File: config.mk
export PLATFORM = sky130hd
export DESIGN_NAME = midi_voice_allocator
export DESIGN_NICKNAME = d
export VERILOG_FILES = /design/src/rtl/midi_voice_allocator.sv
export SDC_FILE = /design/constraint.sdc
export NUM_CORES = 1
export LEC_CHECK = 0
export ABC_AREA = 1
export CORE_MARGIN = 3
export CORE_UTILIZATION = 26
export CTS_CLUSTER_DIAMETER = 50
export CTS_CLUSTER_SIZE = 12
export DETAILED_ROUTE_END_ITERATION = 10
export PLACE_DENSITY = 0.43
export SKIP_LAST_GASP = 1
export SYNTH_ARGS = -nofsm -noshare
export SYNTH_HDL_FRONTEND = slang
export SYNTH_SLANG_ARGS = --single-unit
export TNS_END_PERCENT = 1
File: constraint.sdc
create_clock -name clk -period 2.48 [get_ports clk]
set_input_delay 0.744 -clock clk [delete_from_list [all_inputs] [get_ports clk]]
set_output_delay 0.744 -clock clk [all_outputs]
set_load 0.1 [all_outputs]
File: src/rtl/midi_voice_allocator.sv
// Polyphonic voice allocator: takes decoded note events and assigns them to
// NUM_VOICES voices (retrigger, then lowest free voice, then steal the oldest).
module midi_voice_allocator #(
  parameter int unsigned NUM_VOICES = 4,
  parameter int unsigned AGE_W      = 8
) (
  input  logic                    clk,
  input  logic                    reset,
  input  logic                    ev_valid,
  output logic                    ev_ready,
  input  logic [1:0]              ev_type,
  input  logic [6:0]              ev_note,
  input  logic [6:0]              ev_velocity,
  output logic [NUM_VOICES-1:0]   voice_gate,
  output logic [7*NUM_VOICES-1:0] voice_note,
  output logic [7*NUM_VOICES-1:0] voice_velocity,
  output logic [NUM_VOICES-1:0]   voice_trigger,
  output logic                    steal_pulse
);

  localparam int unsigned IDX_W  = (NUM_VOICES > 1) ? $clog2(NUM_VOICES) : 1;
  localparam int unsigned NOTE_W = 7;

  typedef enum logic [1:0] {
    S_IDLE   = 2'd0,
    S_SCAN   = 2'd1,
    S_COMMIT = 2'd2
  } state_e;

  typedef enum logic [1:0] {
    K_OFF     = 2'd0,
    K_ON      = 2'd1,
    K_ALL_OFF = 2'd2,
    K_NONE    = 2'd3
  } kind_e;

  state_e                                state_q, state_d;
  kind_e                                 kind_q, kind_d;
  logic [IDX_W-1:0]                      idx_q, idx_d;
  logic [NOTE_W-1:0]                     ev_note_q, ev_note_d;
  logic [NOTE_W-1:0]                     ev_vel_q, ev_vel_d;

  logic                                  match_found_q, match_found_d;
  logic [IDX_W-1:0]                      match_idx_q, match_idx_d;
  logic                                  free_found_q, free_found_d;
  logic [IDX_W-1:0]                      free_idx_q, free_idx_d;
  logic                                  old_found_q, old_found_d;
  logic [IDX_W-1:0]                      old_idx_q, old_idx_d;
  logic [AGE_W-1:0]                      old_age_q, old_age_d;

  logic [NUM_VOICES-1:0]                 gate_q, gate_d;
  logic [NUM_VOICES-1:0][NOTE_W-1:0]     note_q, note_d;
  logic [NUM_VOICES-1:0][NOTE_W-1:0]     vel_q, vel_d;
  logic [NUM_VOICES-1:0][AGE_W-1:0]      age_q, age_d;
  logic [NUM_VOICES-1:0]                 trig_q, trig_d;
  logic                                  steal_q, steal_d;

  logic                                  accept;
  logic [IDX_W-1:0]                      target;
  logic                                  is_last;

  assign ev_ready = (state_q == S_IDLE) && !reset;
  assign accept   = ev_valid && ev_ready;
  assign is_last  = (idx_q == IDX_W'(NUM_VOICES - 1));

  assign voice_gate     = gate_q;
  assign voice_note     = note_q;
  assign voice_velocity = vel_q;
  assign voice_trigger  = trig_q;
  assign steal_pulse    = steal_q;

  // Next-state: event latch, per-voice scan, and the single-cycle commit.
  always_comb begin
    state_d       = state_q;
    kind_d        = kind_q;
    idx_d         = idx_q;
    ev_note_d     = ev_note_q;
    ev_vel_d      = ev_vel_q;
    match_found_d = match_found_q;
    match_idx_d   = match_idx_q;
    free_found_d  = free_found_q;
    free_idx_d    = free_idx_q;
    old_found_d   = old_found_q;
    old_idx_d     = old_idx_q;
    old_age_d     = old_age_q;
    gate_d        = gate_q;
    note_d        = note_q;
    vel_d         = vel_q;
    age_d         = age_q;
    trig_d        = '0;
    steal_d       = 1'b0;
    target        = '0;

    case (state_q)
      S_IDLE: begin
        if (accept) begin
          ev_note_d = ev_note;
          ev_vel_d  = ev_velocity;
          if ((kind_e'(ev_type) == K_ON) && (ev_velocity == 7'd0)) begin
            kind_d = K_OFF;
          end else begin
            kind_d = kind_e'(ev_type);
          end
          // Ignored events are consumed without leaving IDLE.
          if (kind_e'(ev_type) != K_NONE) begin
            state_d       = S_SCAN;
            idx_d         = '0;
            match_found_d = 1'b0;
            match_idx_d   = '0;
            free_found_d  = 1'b0;
            free_idx_d    = '0;
            old_found_d   = 1'b0;
            old_idx_d     = '0;
            old_age_d     = '0;
          end
        end
      end

      S_SCAN: begin
        if (!match_found_q && gate_q[idx_q] && (note_q[idx_q] == ev_note_q)) begin
          match_found_d = 1'b1;
          match_idx_d   = idx_q;
        end
        if (!free_found_q && !gate_q[idx_q]) begin
          free_found_d = 1'b1;
          free_idx_d   = idx_q;
        end
        // Strict compare keeps ties on the lower index.
        if (gate_q[idx_q] && (!old_found_q || (age_q[idx_q] > old_age_q))) begin
          old_found_d = 1'b1;
          old_idx_d   = idx_q;
          old_age_d   = age_q[idx_q];
        end
        if (is_last) begin
          state_d = S_COMMIT;
        end else begin
          idx_d = idx_q + IDX_W'(1);
        end
      end

      S_COMMIT: begin
        state_d = S_IDLE;
        case (kind_q)
          K_ON: begin
            if (match_found_q) begin
              target = match_idx_q;
            end else if (free_found_q) begin
              target = free_idx_q;
            end else begin
              target = old_idx_q;
            end
            for (int i = 0; i < NUM_VOICES; i++) begin
              if (IDX_W'(i) == target) begin
                gate_d[i] = 1'b1;
                note_d[i] = ev_note_q;
                vel_d[i]  = ev_vel_q;
                age_d[i]  = '0;
                trig_d[i] = 1'b1;
              end else if (gate_q[i] && (age_q[i] != {AGE_W{1'b1}})) begin
                age_d[i] = age_q[i] + AGE_W'(1);
              end
            end
            steal_d = !match_found_q && !free_found_q;
          end
          K_OFF: begin
            if (match_found_q) begin
              gate_d[match_idx_q] = 1'b0;
            end
          end
          K_ALL_OFF: begin
            gate_d = '0;
          end
          default: begin
          end
        endcase
      end

      default: begin
        state_d = S_IDLE;
      end
    endcase
  end

  // State and output registers; reset also aborts any in-flight event.
  always_ff @(posedge clk) begin
    if (reset) begin
      state_q       <= S_IDLE;
      kind_q        <= K_NONE;
      idx_q         <= '0;
      ev_note_q     <= '0;
      ev_vel_q      <= '0;
      match_found_q <= 1'b0;
      match_idx_q   <= '0;
      free_found_q  <= 1'b0;
      free_idx_q    <= '0;
      old_found_q   <= 1'b0;
      old_idx_q     <= '0;
      old_age_q     <= '0;
      gate_q        <= '0;
      note_q        <= '0;
      vel_q         <= '0;
      age_q         <= '0;
      trig_q        <= '0;
      steal_q       <= 1'b0;
    end else begin
      state_q       <= state_d;
      kind_q        <= kind_d;
      idx_q         <= idx_d;
      ev_note_q     <= ev_note_d;
      ev_vel_q      <= ev_vel_d;
      match_found_q <= match_found_d;
      match_idx_q   <= match_idx_d;
      free_found_q  <= free_found_d;
      free_idx_q    <= free_idx_d;
      old_found_q   <= old_found_d;
      old_idx_q     <= old_idx_d;
      old_age_q     <= old_age_d;
      gate_q        <= gate_d;
      note_q        <= note_d;
      vel_q         <= vel_d;
      age_q         <= age_d;
      trig_q        <= trig_d;
      steal_q       <= steal_d;
    end
  end

endmodule

==> results of run 1 <==
## kinds of logic after synthesis
group | count (synthesis) | share of synthesized area, %
muxes | 2 | 0.720
AOI/OAI and AO/OA | 174 | 14.7
adders and majority gates | 13 | 2.60
xor gates and xnor gates | 9 | 1.26
DFF | 134 | 42.9
buffers and inverters | 135 | 8.52
and+or+nand+nor | 386 | 29.3
## stage by stage
step           util [%]  instance area [um2]  setup WS (ns)  hold WS (ns)  setup TNS (ns)
6_report           34.4                 8110         0.0743         0.446               0
5_1_grt            34.4                 8110        0.00505         0.480               0
4_1_cts            34.2                 8060         0.0618         0.449               0
3_5_place_dp       31.7                 7460         0.0378         0.439               0
3_3_place_gp       31.7                 7460         0.0524         0.434               0
2_1_floorplan         -                 6260         -0.105         0.424          -0.672
## worst min-delay path, cell delays in order (launching register included)
cell and delay (ns):
dfxtp_1 0.31, inv_1 0.05, a21oi_1 0.05
## routing by layer
metal	global-route usage, %	up-vias	share of wire (%)
met3	4.39	20	4.9
li1	-	3059	-
met5	0	-	0
met4	4.22	0	1.4
met2	25.3	128	44
met1	22.9	2654	49
## worst paths after layout
check           startpoint       endpoint  slack [ns]  cells after the start
min          free_idx_q[1]  free_idx_q[1]        0.45                      2
min reg2reg  free_idx_q[1]  free_idx_q[1]        0.45                      2
max                  reset       ev_ready        0.07                      3
max reg2reg       idx_q[0]   old_age_q[7]        0.25                     16
## sequential cells by signal, summed over array words and instances (netlist names), 2 cells and up
signal	cells
age_q	32
voice_note	28
voice_velocity	28
old_age_q	8
ev_note_q	7
ev_vel_q	7
voice_gate	4
voice_trigger	4
free_idx_q	2
idx_q	2
kind_q	2
match_idx_q	2
old_idx_q	2
state_q	2
## cells in the mapped netlist
cell type,instances
inv_2,14
nand3_1,97
nor2_8,2
o211ai_1,5
buf_2,8
clkbuf_1,18
nor2_4,5
or2_2,1
o21ai_0,55
and3_1,7
nor2_1,56
nor3_1,19
or2_0,1
dfxtp_1,134
nor3b_2,3
a221oi_1,1
nand3b_1,1
buf_1,5
nor4_1,3
a21oi_1,55
a211oi_1,2
nand2_2,3
clkbuf_2,1
buf_6,1
o22ai_1,12
nand2_4,5
xor2_1,7
a21o_1,1
o21ai_1,39
nand3_2,1
o21bai_1,1
buf_4,2
nand4_1,18
a31oi_1,2
or2_1,1
nand2_1,159
xnor2_1,2
o21a_1,1
inv_1,86
ha_1,13
nor2_2,4
mux2i_4,2
## area by class of cell
cell class	count	area (um2)
Fill cell	2572	15400
Clock inverter	14	164
Tap cell	319	399
Timing Repair Buffer	112	961
Sequential cell	134	2690
Inverter	100	383
Multi-Input combinational cell	584	3090
Clock buffer	18	429
## power breakdown
part	switching [mW]	leakage (nW)	internal (mW)	total, mW
clock	1.09	0.280	1.51	2.60
combinational	0.408	2.04	0.228	0.637
sequential	0.0294	1.09	2.20	2.23
total	1.52	3.40	3.94	5.46
## repair_timing
item	in CTS	in global routing
endpoints found under the setup margin	0	10
buffers inserted	0	0
hold buffers	0	0
resized for setup	0	25
==> impl_metrics.ini, run 1 <==
[status]
status = finished, final reports clean

[placement]
portBuffers = 84
placed_cells = 1249
gp_congestion = 0.787
dp_hpwl_um = 15000

[cts]
clk_latency_ns = 0.42
clock-sinks = 134
cts_buffers = 17
cts_max_level = 4
clockBufferDepth = 2
cts_root_buf = clkbuf_16
cts_tree = built
clk_pin_slew_worst_paths_ns = 0.06

[sta]
tightest_slew_ns = 0.575
rsz0062_at_grt = false
final_max_slew_viol_count = 0
hold_violations = 0
period_share_pct = 97.0
max_freq_mhz = 416
setup_violations = 0
clock_skew_ns = 0.0102
finalCriticalPeriod_ns = 2.41
relSlewSlack_pct = 61.6

[drt]
via_per_inst = 4.58
routed_wl_um = 21000
route.vias.total = 5861
firstDrtPassIters = 5
final_antenna_net_count = 0
wl_per_cell_um = 16.4
drt-initial-drc-count = 365
drc = 0

[global_route]
grt-ovfl-total = 0
grt_max_degree = 27
grtUsageTotal_pct = 16.4
grt_pass1_vias = 5831
grt_antenna_before_repair = 0
grt_pass1_wl_um = 33300

[pwr]
peakVddDrop_uv = 398
power_density_nw_per_um2 = 674
total_power_mw = 5.46
power_leakage_nw = 3.40

[final_layout]
layout.cells.non_filler = 1281
drive_above_1_share_pct = 18.7
layout_common_cells = nand2_1, dfxtp_1, nand3_1, buf_4, inv_1
synthToLayoutAreaGrowth_pct = 29.7
num_antenna_cells = 0
final_common_cell = nand2_1
final_nets = 981

[yosys]
yosysSeqAreaShare_pct = 42.9
yosysUniqueCellTypes = 42
syn_nets = 885
synthesis.area_um2 = 6250
yosysTopAreaCell = dfxtp_1
synth_area_leaders = dfxtp_1, nand2_1, nand3_1
avgSynthCellArea_um2 = 7.33
syn-instance-count = 853
ys_ff_latch = 134
synth_warnings = 0
synth.top_cell.area_share_pct = 42.9

[die]
die_y_um = 161
fp.dieW_um = 161
die_area_um2 = 25900
rows = 56
initial_core_util_pct = 26.6
ios = 85
coreArea_um2 = 23500

[critical_path]
setup.worst_path.start_class = primary input
required_ns = 1.74
arrival_ns = 1.66
crit_family = buffers and inverters
cp_num_buf_inv = 2
cp-end-kind = output port
cp_cell_sequence = clkdlybuf4s50_1 > nor2_4 > buf_12
cpPeakStageDelay_ns = 0.55
cp_max_fo = 4
critPathKind = primary input to output port
slowest_stage = clkdlybuf4s50_1

[run]
drv_cap = 0

[min_path]
hold_class = register to register
Note: power is estimated with default switching activity, not from simulation.
==> run 2, diff against run 1 <==
--- a/config.mk
+++ b/config.mk
@@ -8,6 +8,7 @@
 export ABC_AREA = 1
 export CORE_MARGIN = 3
 export CORE_UTILIZATION = 26
+export CTS_BUF_LIST = sky130_fd_sc_hd__clkbuf_4
 export CTS_CLUSTER_DIAMETER = 50
 export CTS_CLUSTER_SIZE = 12
 export DETAILED_ROUTE_END_ITERATION = 10
==> run 2 against run 1 <==
Effect of this change: count of clock-buffer cells in the layout stayed put; register-to-register slack hardly changed; setup slack worse by 0.0029 ns; sequential share of layout area rose by 1.3 points; die area stayed put; critical path depth did not move; largest power group is now registers; via count increased by 0.36%; largest cell class unchanged; sequential cell count did not move; wire length about the same; total power fell by 18%.
==> impl_metrics.ini, run 2 (same netlist as run 1, synthesis figures left out) <==
[status]
status = finished, final reports clean

[die]
die_area_um2 = 25900
initial_core_util_pct = 26.6
fp.dieW_um = 161
coreArea_um2 = 23500
rows = 56
die_y_um = 161
ios = 85

[critical_path]
arrival_ns = 1.66
cp_cell_sequence = clkdlybuf4s50_1 > nor2_4 > buf_12
ff2ff_setup_slack_ns = 0.25
setup.worst_path.start_class = primary input
slowest_stage = clkdlybuf4s50_1
cpPeakStageDelay_ns = 0.55
cp_max_fo = 4
critPathKind = primary input to output port
required_ns = 1.74
cp-end-kind = output port

[global_route]
grt-ovfl-total = 0
grt_pass1_vias = 5825
grt_antenna_before_repair = 1
grt_max_degree = 27
grtUsageTotal_pct = 16.3
grt_pass1_wl_um = 33200

[sta]
hold_ws_ns = 0.455
rsz0062_at_grt = false
finalCriticalPeriod_ns = 2.41
period_share_pct = 97.1
tightest_slew_ns = 0.554
max_freq_mhz = 415
hold_violations = 0
clock_skew_ns = 0.0304
setup_violations = 0
relSlewSlack_pct = 63.1
final_max_slew_viol_count = 0

[cts]
clock-sinks = 134
cts_max_level = 4
clk_latency_ns = 0.57
cts_tree = built
cts_root_buf = clkbuf_4
clockBufferDepth = 2
cts_buffers = 17
cts_setup_buffers = 0
hold_buffers = 0
clk_pin_slew_worst_paths_ns = 0.12

[final_layout]
largest_reg_flops = 32
top_register = age_q
finalInstanceArea_um2 = 7820
drive_above_1_share_pct = 18.5
synthToLayoutAreaGrowth_pct = 25.0
final_util_pct = 33.2
final_common_cell = nand2_1
layout_common_cells = nand2_1, dfxtp_1, nand3_1, buf_4, inv_1
fill_cells = 2606
final_nets = 981

[pwr]
power_leakage_nw = 3.28
power_density_nw_per_um2 = 571
peakVddDrop_uv = 290

[drt]
routed_wl_um = 21000
route.vias.total = 5882
drc = 0
drt-initial-drc-count = 295
wl_per_cell_um = 16.4
firstDrtPassIters = 5
via_per_inst = 4.59
final_antenna_net_count = 0

[placement]
dp_hpwl_um = 15000
placed_area_um2 = 7460
gp_congestion = 0.787
portBuffers = 84

[run]
drv_cap = 0

[min_path]
hold_class = register to register
## run 2: cell count changes in the layout (fill, tap and decap cells not counted), sizes merged
cell / delta
diode: +1
## run 2: path summary, 6_finish.rpt
path,startpoint,end,cells past startpoint
min reg2reg,free_idx_q[1],free_idx_q[1],2
min,free_idx_q[1],free_idx_q[1],2
max,reset,ev_ready,3
max reg2reg,idx_q[0],old_idx_q[1],17
## run 2: metrics by stage
step	cells	setup TNS [ns]	power (mW)	setup slack, ns
after global placement	1249	0	2.89	0.0524
after CTS	1281	0	4.50	0.0534
after floorplan	853	-0.672	2.68	-0.105
after detailed placement	1249	0	2.89	0.0378
after global routing	1282	0	4.69	0.0137
final	1282	0	4.46	0.0714
## run 2: cell type report
class / count / area [um2] / share of cell area, %
multi-input combinational: 584 / 3080 / 39.4
sequential: 134 / 2690 / 34.4
timing repair buffer: 112 / 965 / 12.3
tap: 319 / 399 / 5.11
inverter: 100 / 385 / 4.93
clock inverter: 14 / 164 / 2.10
clock buffer: 18 / 135 / 1.73
antenna: 1 / 2.50 / 0.0320
## run 2: repair_timing
item	4_1_cts	5_1_grt
setup endpoints to repair	0	10
hold endpoints to repair	0	0
gates resized for setup	0	25
## run 2: power breakdown
| group | internal (mW) | switching (mW) | total [mW] |
|---|---|---|---|
| registers | 2.20 | 0.0307 | 2.23 |
| logic | 0.228 | 0.404 | 0.632 |
| clock network | 0.635 | 0.962 | 1.60 |
## run 2: routing by layer
metal | part of all wire [%] | GRT usage, %
met3 | 5.3 | 4.23
met2 | 45 | 25.2
met1 | 48 | 22.9
met4 | 1.2 | 3.87
met5 | 0 | 0
## run 2: worst max-delay path, delay by kind of cell
kind                   cells  cell delay (ns)
buffers and inverters      2             0.73
AND/OR/NAND/NOR            1             0.19
